<file path="config.mk">
export PLATFORM = sky130hd
export DESIGN_NAME = ram_port_arbiter_flat
export DESIGN_NICKNAME = d
export VERILOG_FILES = /design/src/rtl/ram_port_arbiter_if.sv /design/src/rtl/ram_port_arbiter.sv /design/src/flat_wrapper.sv
export SDC_FILE = /design/constraint.sdc
export NUM_CORES = 1
export LEC_CHECK = 0
export CAP_MARGIN = 10
export CORE_AREA = 2 2 207 209
export DETAILED_ROUTE_END_ITERATION = 8
export DIE_AREA = 0 0 209 211
export GPL_TIMING_DRIVEN = 1
export RECOVER_POWER = 50
export SYNTH_ARGS = -nofsm -noshare
export SYNTH_HDL_FRONTEND = slang
export SYNTH_SLANG_ARGS = --single-unit
</file>
<file path="constraint.sdc">
create_clock -name clk -period 1.8 [get_ports clk]
set_input_delay 0.36 -clock clk [delete_from_list [all_inputs] [get_ports clk]]
set_output_delay 0.36 -clock clk [all_outputs]
set_load 0.01 [all_outputs]
</file>
<file path="src/rtl/ram_port_arbiter_if.sv">
// ---------------------------------------------------------------------------
// ram_port_arbiter_if
// Bundles the IFU, LSU and RAM-side signals of the shared 64-bit data RAM
// port. The arbiter connects through the slave modport; the environment
// (requesters plus RAM) uses the master modport.
//
// Signals:
//   if_req_i / if_addr_i                 IFU read request and byte address
//   if_gnt_o / if_rvalid_o / if_rdata_o  IFU accept, read-return valid/data
//   ls_req_i / ls_wen_i / ls_addr_i      LSU request, write flag, address
//   ls_byte_en_i / ls_wdata_i            LSU write byte enables and data
//   ls_gnt_o / ls_rvalid_o / ls_rdata_o  LSU accept, read-return valid/data
//   ram_addr_o / ram_ren_o / ram_wen_o   RAM address and enables
//   ram_byte_en_o / ram_wdata_o          RAM write byte enables and data
//   ram_rdata_i                          RAM read data
// ---------------------------------------------------------------------------
interface ram_port_arbiter_if #(
    parameter int unsigned XLEN = 64
);
    logic            if_req_i;
    logic [XLEN-1:0] if_addr_i;
    logic            if_gnt_o;
    logic            if_rvalid_o;
    logic [XLEN-1:0] if_rdata_o;

    logic            ls_req_i;
    logic            ls_wen_i;
    logic [XLEN-1:0] ls_addr_i;
    logic [7:0]      ls_byte_en_i;
    logic [XLEN-1:0] ls_wdata_i;
    logic            ls_gnt_o;
    logic            ls_rvalid_o;
    logic [XLEN-1:0] ls_rdata_o;

    logic [XLEN-1:0] ram_addr_o;
    logic            ram_ren_o;
    logic            ram_wen_o;
    logic [7:0]      ram_byte_en_o;
    logic [XLEN-1:0] ram_wdata_o;
    logic [XLEN-1:0] ram_rdata_i;

    // Arbiter view
    modport slave (
        input  if_req_i, if_addr_i,
        output if_gnt_o, if_rvalid_o, if_rdata_o,
        input  ls_req_i, ls_wen_i, ls_addr_i, ls_byte_en_i, ls_wdata_i,
        output ls_gnt_o, ls_rvalid_o, ls_rdata_o,
        output ram_addr_o, ram_ren_o, ram_wen_o, ram_byte_en_o, ram_wdata_o,
        input  ram_rdata_i
    );

    // Requester / RAM view
    modport master (
        output if_req_i, if_addr_i,
        input  if_gnt_o, if_rvalid_o, if_rdata_o,
        output ls_req_i, ls_wen_i, ls_addr_i, ls_byte_en_i, ls_wdata_i,
        input  ls_gnt_o, ls_rvalid_o, ls_rdata_o,
        input  ram_addr_o, ram_ren_o, ram_wen_o, ram_byte_en_o, ram_wdata_o,
        output ram_rdata_i
    );
endinterface

</file>
<file path="src/rtl/ram_port_arbiter.sv">
// ---------------------------------------------------------------------------
// ram_port_arbiter
// Shares the single 64-bit data RAM port between instruction fetch (read
// only) and the load/store unit. One same-cycle req/gnt per cycle; the
// winner drives the RAM port. A {valid, owner} shift pipeline of RD_LATENCY
// stages routes each read return back to the requester that issued it.
//
// Parameters:
//   XLEN        data/address width (64)
//   RD_LATENCY  cycles from ram_ren_o to ram_rdata_i valid, legal 1..4
//
// Ports:
//   clk    clock
//   rst_n  asynchronous active-low reset
//   bus    ram_port_arbiter_if.slave (IFU, LSU and RAM signals)
//
// Build option:
//   ARB_LSU_PRIO_EN  when defined the LSU always wins contention and the
//                    round-robin pointer is removed; otherwise round-robin.
// ---------------------------------------------------------------------------
module ram_port_arbiter #(
    parameter int unsigned XLEN       = 64,
    parameter int unsigned RD_LATENCY = 1
) (
    input  logic               clk,
    input  logic               rst_n,
    ram_port_arbiter_if.slave  bus
);

    localparam int unsigned BE_W   = 8;
    localparam int unsigned OFF_W  = 3;
    localparam int unsigned PIPE_W = 2 * RD_LATENCY;

    localparam logic OWN_IFU = 1'b0;
    localparam logic OWN_LSU = 1'b1;

    typedef struct packed {
        logic vld;
        logic own;
    } stage_t;

    logic            w_if_req;
    logic            w_ls_req;
    logic            w_if_gnt;
    logic            w_ls_gnt;
    logic            w_owner;
    logic            w_ren;
    logic            w_wen;
    logic [XLEN-1:0] w_addr;
    logic [BE_W-1:0] w_be;
    logic [XLEN-1:0] w_wdata;
    stage_t          w_stage0;
    stage_t          w_tail;
    logic            w_if_rvalid;
    logic            w_ls_rvalid;
    logic            w_unused_addr_lsb;

    stage_t [RD_LATENCY-1:0] r_pipe;

    // Requests are masked while in reset so every output reads 0
    assign w_if_req = bus.if_req_i & rst_n;
    assign w_ls_req = bus.ls_req_i & rst_n;

    // Word-aligned RAM port: the byte offset bits are intentionally ignored
    assign w_unused_addr_lsb = ^{bus.if_addr_i[OFF_W-1:0], bus.ls_addr_i[OFF_W-1:0]};

`ifdef ARB_LSU_PRIO_EN
    // Fixed priority: the mem stage stalls the pipeline, so LSU always wins
    always_comb begin
        w_if_gnt = 1'b0;
        w_ls_gnt = 1'b0;
        if (w_ls_req) begin
            w_ls_gnt = 1'b1;
        end else if (w_if_req) begin
            w_if_gnt = 1'b1;
        end
    end
`else
    logic r_rr_ptr;

    // Round-robin: rr_ptr names the requester preferred on contention
    always_comb begin
        w_if_gnt = 1'b0;
        w_ls_gnt = 1'b0;
        if (w_if_req && w_ls_req) begin
            if (r_rr_ptr == OWN_LSU) begin
                w_ls_gnt = 1'b1;
            end else begin
                w_if_gnt = 1'b1;
            end
        end else if (w_if_req) begin
            w_if_gnt = 1'b1;
        end else if (w_ls_req) begin
            w_ls_gnt = 1'b1;
        end
    end

    // Pointer moves to the loser of every granted cycle, holds when idle
    always_ff @(posedge clk or negedge rst_n) begin
        if (!rst_n) begin
            r_rr_ptr <= OWN_IFU;
        end else if (w_if_gnt) begin
            r_rr_ptr <= OWN_LSU;
        end else if (w_ls_gnt) begin
            r_rr_ptr <= OWN_IFU;
        end
    end
`endif

    // RAM port drive from the winner; everything 0 when nobody is granted
    always_comb begin
        w_owner = OWN_IFU;
        w_ren   = 1'b0;
        w_wen   = 1'b0;
        w_addr  = '0;
        w_be    = '0;
        w_wdata = '0;
        if (w_if_gnt) begin
            w_ren  = 1'b1;
            w_addr = {bus.if_addr_i[XLEN-1:OFF_W], {OFF_W{1'b0}}};
        end else if (w_ls_gnt) begin
            w_owner = OWN_LSU;
            w_addr  = {bus.ls_addr_i[XLEN-1:OFF_W], {OFF_W{1'b0}}};
            if (bus.ls_wen_i) begin
                w_wen   = 1'b1;
                w_be    = bus.ls_byte_en_i;
                w_wdata = bus.ls_wdata_i;
            end else begin
                w_ren = 1'b1;
            end
        end
    end

    assign w_stage0.vld = w_ren;
    assign w_stage0.own = w_owner;

    // Read-return tracker; new stage enters at index 0, response leaves the top
    always_ff @(posedge clk or negedge rst_n) begin
        if (!rst_n) begin
            r_pipe <= '0;
        end else begin
            r_pipe <= PIPE_W'({r_pipe, w_stage0});
        end
    end

    assign w_tail      = r_pipe[RD_LATENCY-1];
    assign w_if_rvalid = w_tail.vld && (w_tail.own == OWN_IFU);
    assign w_ls_rvalid = w_tail.vld && (w_tail.own == OWN_LSU);

    assign bus.if_gnt_o      = w_if_gnt;
    assign bus.ls_gnt_o      = w_ls_gnt;
    assign bus.ram_ren_o     = w_ren;
    assign bus.ram_wen_o     = w_wen;
    assign bus.ram_addr_o    = w_addr;
    assign bus.ram_byte_en_o = w_be;
    assign bus.ram_wdata_o   = w_wdata;

    assign bus.if_rvalid_o = w_if_rvalid;
    assign bus.ls_rvalid_o = w_ls_rvalid;
    assign bus.if_rdata_o  = w_if_rvalid ? bus.ram_rdata_i : '0;
    assign bus.ls_rdata_o  = w_ls_rvalid ? bus.ram_rdata_i : '0;

endmodule

</file>
<file path="src/flat_wrapper.sv">
// flat-port wrapper written by rule: the top's interface ports become plain ports
module ram_port_arbiter_flat 
#(
    parameter int unsigned XLEN       = 64,
    parameter int unsigned RD_LATENCY = 1
)
  (clk, rst_n, bus_if_req_i, bus_if_addr_i, bus_if_gnt_o, bus_if_rvalid_o, bus_if_rdata_o, bus_ls_req_i, bus_ls_wen_i, bus_ls_addr_i, bus_ls_byte_en_i, bus_ls_wdata_i, bus_ls_gnt_o, bus_ls_rvalid_o, bus_ls_rdata_o, bus_ram_addr_o, bus_ram_ren_o, bus_ram_wen_o, bus_ram_byte_en_o, bus_ram_wdata_o, bus_ram_rdata_i);
  ram_port_arbiter_if #(.XLEN(XLEN)) bus_i ();
  input  logic clk;
  input  logic rst_n;
  input wire logic [$bits(bus_i.if_req_i)-1:0] bus_if_req_i;
  input wire logic [$bits(bus_i.if_addr_i)-1:0] bus_if_addr_i;
  output wire logic [$bits(bus_i.if_gnt_o)-1:0] bus_if_gnt_o;
  output wire logic [$bits(bus_i.if_rvalid_o)-1:0] bus_if_rvalid_o;
  output wire logic [$bits(bus_i.if_rdata_o)-1:0] bus_if_rdata_o;
  input wire logic [$bits(bus_i.ls_req_i)-1:0] bus_ls_req_i;
  input wire logic [$bits(bus_i.ls_wen_i)-1:0] bus_ls_wen_i;
  input wire logic [$bits(bus_i.ls_addr_i)-1:0] bus_ls_addr_i;
  input wire logic [$bits(bus_i.ls_byte_en_i)-1:0] bus_ls_byte_en_i;
  input wire logic [$bits(bus_i.ls_wdata_i)-1:0] bus_ls_wdata_i;
  output wire logic [$bits(bus_i.ls_gnt_o)-1:0] bus_ls_gnt_o;
  output wire logic [$bits(bus_i.ls_rvalid_o)-1:0] bus_ls_rvalid_o;
  output wire logic [$bits(bus_i.ls_rdata_o)-1:0] bus_ls_rdata_o;
  output wire logic [$bits(bus_i.ram_addr_o)-1:0] bus_ram_addr_o;
  output wire logic [$bits(bus_i.ram_ren_o)-1:0] bus_ram_ren_o;
  output wire logic [$bits(bus_i.ram_wen_o)-1:0] bus_ram_wen_o;
  output wire logic [$bits(bus_i.ram_byte_en_o)-1:0] bus_ram_byte_en_o;
  output wire logic [$bits(bus_i.ram_wdata_o)-1:0] bus_ram_wdata_o;
  input wire logic [$bits(bus_i.ram_rdata_i)-1:0] bus_ram_rdata_i;
  assign bus_i.if_req_i = bus_if_req_i;
  assign bus_i.if_addr_i = bus_if_addr_i;
  assign bus_if_gnt_o = bus_i.if_gnt_o;
  assign bus_if_rvalid_o = bus_i.if_rvalid_o;
  assign bus_if_rdata_o = bus_i.if_rdata_o;
  assign bus_i.ls_req_i = bus_ls_req_i;
  assign bus_i.ls_wen_i = bus_ls_wen_i;
  assign bus_i.ls_addr_i = bus_ls_addr_i;
  assign bus_i.ls_byte_en_i = bus_ls_byte_en_i;
  assign bus_i.ls_wdata_i = bus_ls_wdata_i;
  assign bus_ls_gnt_o = bus_i.ls_gnt_o;
  assign bus_ls_rvalid_o = bus_i.ls_rvalid_o;
  assign bus_ls_rdata_o = bus_i.ls_rdata_o;
  assign bus_ram_addr_o = bus_i.ram_addr_o;
  assign bus_ram_ren_o = bus_i.ram_ren_o;
  assign bus_ram_wen_o = bus_i.ram_wen_o;
  assign bus_ram_byte_en_o = bus_i.ram_byte_en_o;
  assign bus_ram_wdata_o = bus_i.ram_wdata_o;
  assign bus_i.ram_rdata_i = bus_ram_rdata_i;
  ram_port_arbiter #(.XLEN(XLEN), .RD_LATENCY(RD_LATENCY)) u_core (.clk(clk), .rst_n(rst_n), .bus(bus_i));
endmodule
</file>
==> results.toml <==
[synthesis]
ys.flop_type = "dfrtp_1"
syn_inst = 460
ys_seq_elements = 3
synthArstFlopShare_pct = 100
seq_area_frac_synth_pct = 2.92
synth_top_area_share_pct = 33.3
synthesis.area_um2 = 2570
ys_warn_count = 0
avgSynthCellArea_um2 = 5.59
synth_edf_count = 0
synth_area_leaders = "and2_1 33%, nand2_1 18%, and3_1 16%"
yosysTopAreaCell = "and2_1"
yosys.cell_types.count = 19

[timing]
clock_skew_ns = 0.00133
whs_ns = 0.331
worst_pin_slew_ns = 0.570
max_clock_freq_mhz = 479
fin_crit_sh_pct = 116
setup_viol_count_final = 205
hold_viol = 0
relSlewSlack_pct = 62.0
fin_ws_ns = -0.289
rsz0062_at_grt = "true"
fin_crit_ns = 2.09
drv_slew = 0

[power_and_ir_drop]
clkPwrFrac_pct = 11.4
power.total_w = 0.00315
p_switching_w = 0.00114
comb_power_share_pct = 85.9
leakagePower_nw = 5.49
intPower_w = 0.00201
ir_drop_mv = 0.195
power.density_nw_per_um2 = 296
seqPwrFrac_pct = 2.7
p_sw_share_pct = 36.2

[clocking]
insertion_delay_ns = 0.23
clk_pin_slew_ns = 0.03
root_buffer = "clkbuf_16"
cts_tree = "done"
cts_max_level = 1
cts.sinks = 3
cts_buffers = 3
clock_path_buffers = 2
holdBufCountCts = 0

[placed_design]
gp_congestion = 0.821
io_buffers = 529
pre_cts_ws_ns = -0.961
dp_cells = 1508
dp_hpwl_um = 20600

[finish]
layout_common_cells = "258 x clkdlybuf4s50_1, 151 x buf_6, 122 x nand2_1, 114 x and2_4, 71 x buf_2"
drive_gt1_share_pct = 50.4
areaGrowthSynthToFinish_pct = 314
final_common_cell = "clkdlybuf4s50_1"
nNetsFinal = 1342
stdcell_count = 1612

[worst_setup_path]
cp.required_ns = 1.44
cp-end-kind = "output port"
critical_path_class = "flop to output port"
crit_fanout = 5
arrival_ns = 1.73
startpoint_type = "flop"

[floorplanning]
die_area_um2 = 44100
fp-row-count = 75
coreArea_um2 = 41800
initial_core_util_pct = 6.15
die_w_um = 209
io_pins = 539
die_y_um = 211

[run_status]
status = "finished with violations"
violations = "negative setup slack"

[grt]
grt_pass1_vias = 5424
antenna_found_initial = 11
grt_max_degree = 50
grtUsageTotal_pct = 10.8
grt_first_pass_wirelength_um = 35600
grt_overflow = 0

[drt]
firstDrtPassIters = 4
routed_wl_um = 29400
wl_per_cell_um = 18.3
ant_nets = 0
drc = 0
drt-vias-per-instance = 3.60
vias = 5798
drt-initial-drc-count = 232

[min_path]
hp-class = "primary input to asynchronous set/reset pin"

[flow_run]
drv_cap = 0
-- what timing repair did --
item	4_1_cts	5_1_grt
cloned	14	19
endpoints found under the setup margin	267	245
buffers inserted	32	46
hold endpoints to repair	0	0
pin swaps	33	63
gates resized for setup	941	379
-- final timing paths --
path                                             startpoint                     endpoint  slack (ns)  cells after the start
worst max-delay path            u_core.r_rr_ptr$_DFFE_PN0P_          bus_ram_wdata_o[36]       -0.29                      8
worst min-delay path                                  rst_n  u_core.r_rr_ptr$_DFFE_PN0P_        0.33                      2
worst max register to register  u_core.r_rr_ptr$_DFFE_PN0P_   u_core.r_pipe[0]$_DFF_PN0_        0.72                      4
worst min register to register  u_core.r_rr_ptr$_DFFE_PN0P_  u_core.r_rr_ptr$_DFFE_PN0P_        0.70                      3
max in group asynchronous                             rst_n   u_core.r_pipe[1]$_DFF_PN0_        1.06                      2
min in group clk                               bus_ls_wen_i   u_core.r_pipe[1]$_DFF_PN0_        0.64                      3
-- area by class of cell --
type,count,area (um^2)
multi-input cells,400,2930
well taps,539,674
diodes,1,2.50
clock buffers,4,78.8
repair buffers,664,6880
inverters,1,3.75
fillers,4537,31100
flip-flops and latches,3,77.6
-- cells by family after synthesis --
kind of cell    after synthesis  share of synthesized area, %
compound gates               64                          15.5
buf+inv                      59                          12.3
flops                         3                          2.92
other cells                   1                         0.146
simple gates                333                          69.2
-- worst max-delay path: stages (launching register included) --
cell	delay [ns]
dfrtp_1	0.39
nand2b_4	0.16
and4_4	0.19
buf_6	0.13
buf_8	0.13
buf_12	0.13
buf_16	0.12
and2_4	0.13
buf_6	0.12
-- sequential cells by signal, summed over array words and instances (netlist names) --
| name | flops |
|---|---|
| u_core.r_rr_ptr | 1 |
| u_core.r_pipe | 2 |
-- power groups by stage --
stage,Clock (W),Combinational [W],Sequential [W]
after detailed placement,0,0.00197,0.0000886
after CTS,0.000366,0.00225,0.0000894
after global placement,0,0.00197,0.0000896
after global routing,0.000375,0.00286,0.0000874
after floorplan,0,0.000614,0.0000815
final,0.000360,0.00271,0.0000862
-- Yosys cell counts (2+ instances only) --
| cell | number |
|---|---|
| buf_6 | 8 |
| o22ai_1 | 61 |
| and2_1 | 137 |
| clkbuf_1 | 29 |
| buf_4 | 3 |
| buf_2 | 17 |
| a21oi_1 | 2 |
| and3_1 | 66 |
| dfrtp_1 | 3 |
| nand2_1 | 125 |
-- routing by layer --
layer	track usage [%]	vias up	routed length (um)
li1	-	2749	-
met1	12.8	2604	11700
met2	18.4	367	13900
met3	3.78	60	3000
met4	2.66	18	725
met5	0	-	118
-- per-stage QoR --
stage | utilization (%) | area (um^2) | TNS [ns]
floorplan | - | 2580 | 0
global placement | 20.7 | 8630 | -135.94
detailed placement | 20.7 | 8630 | -133.96
CTS | 22.5 | 9410 | -33.35
global route | 25.5 | 10600 | -37.27
finish | 25.5 | 10600 | -24.67
Note: power is estimated with default switching activity, not from simulation.
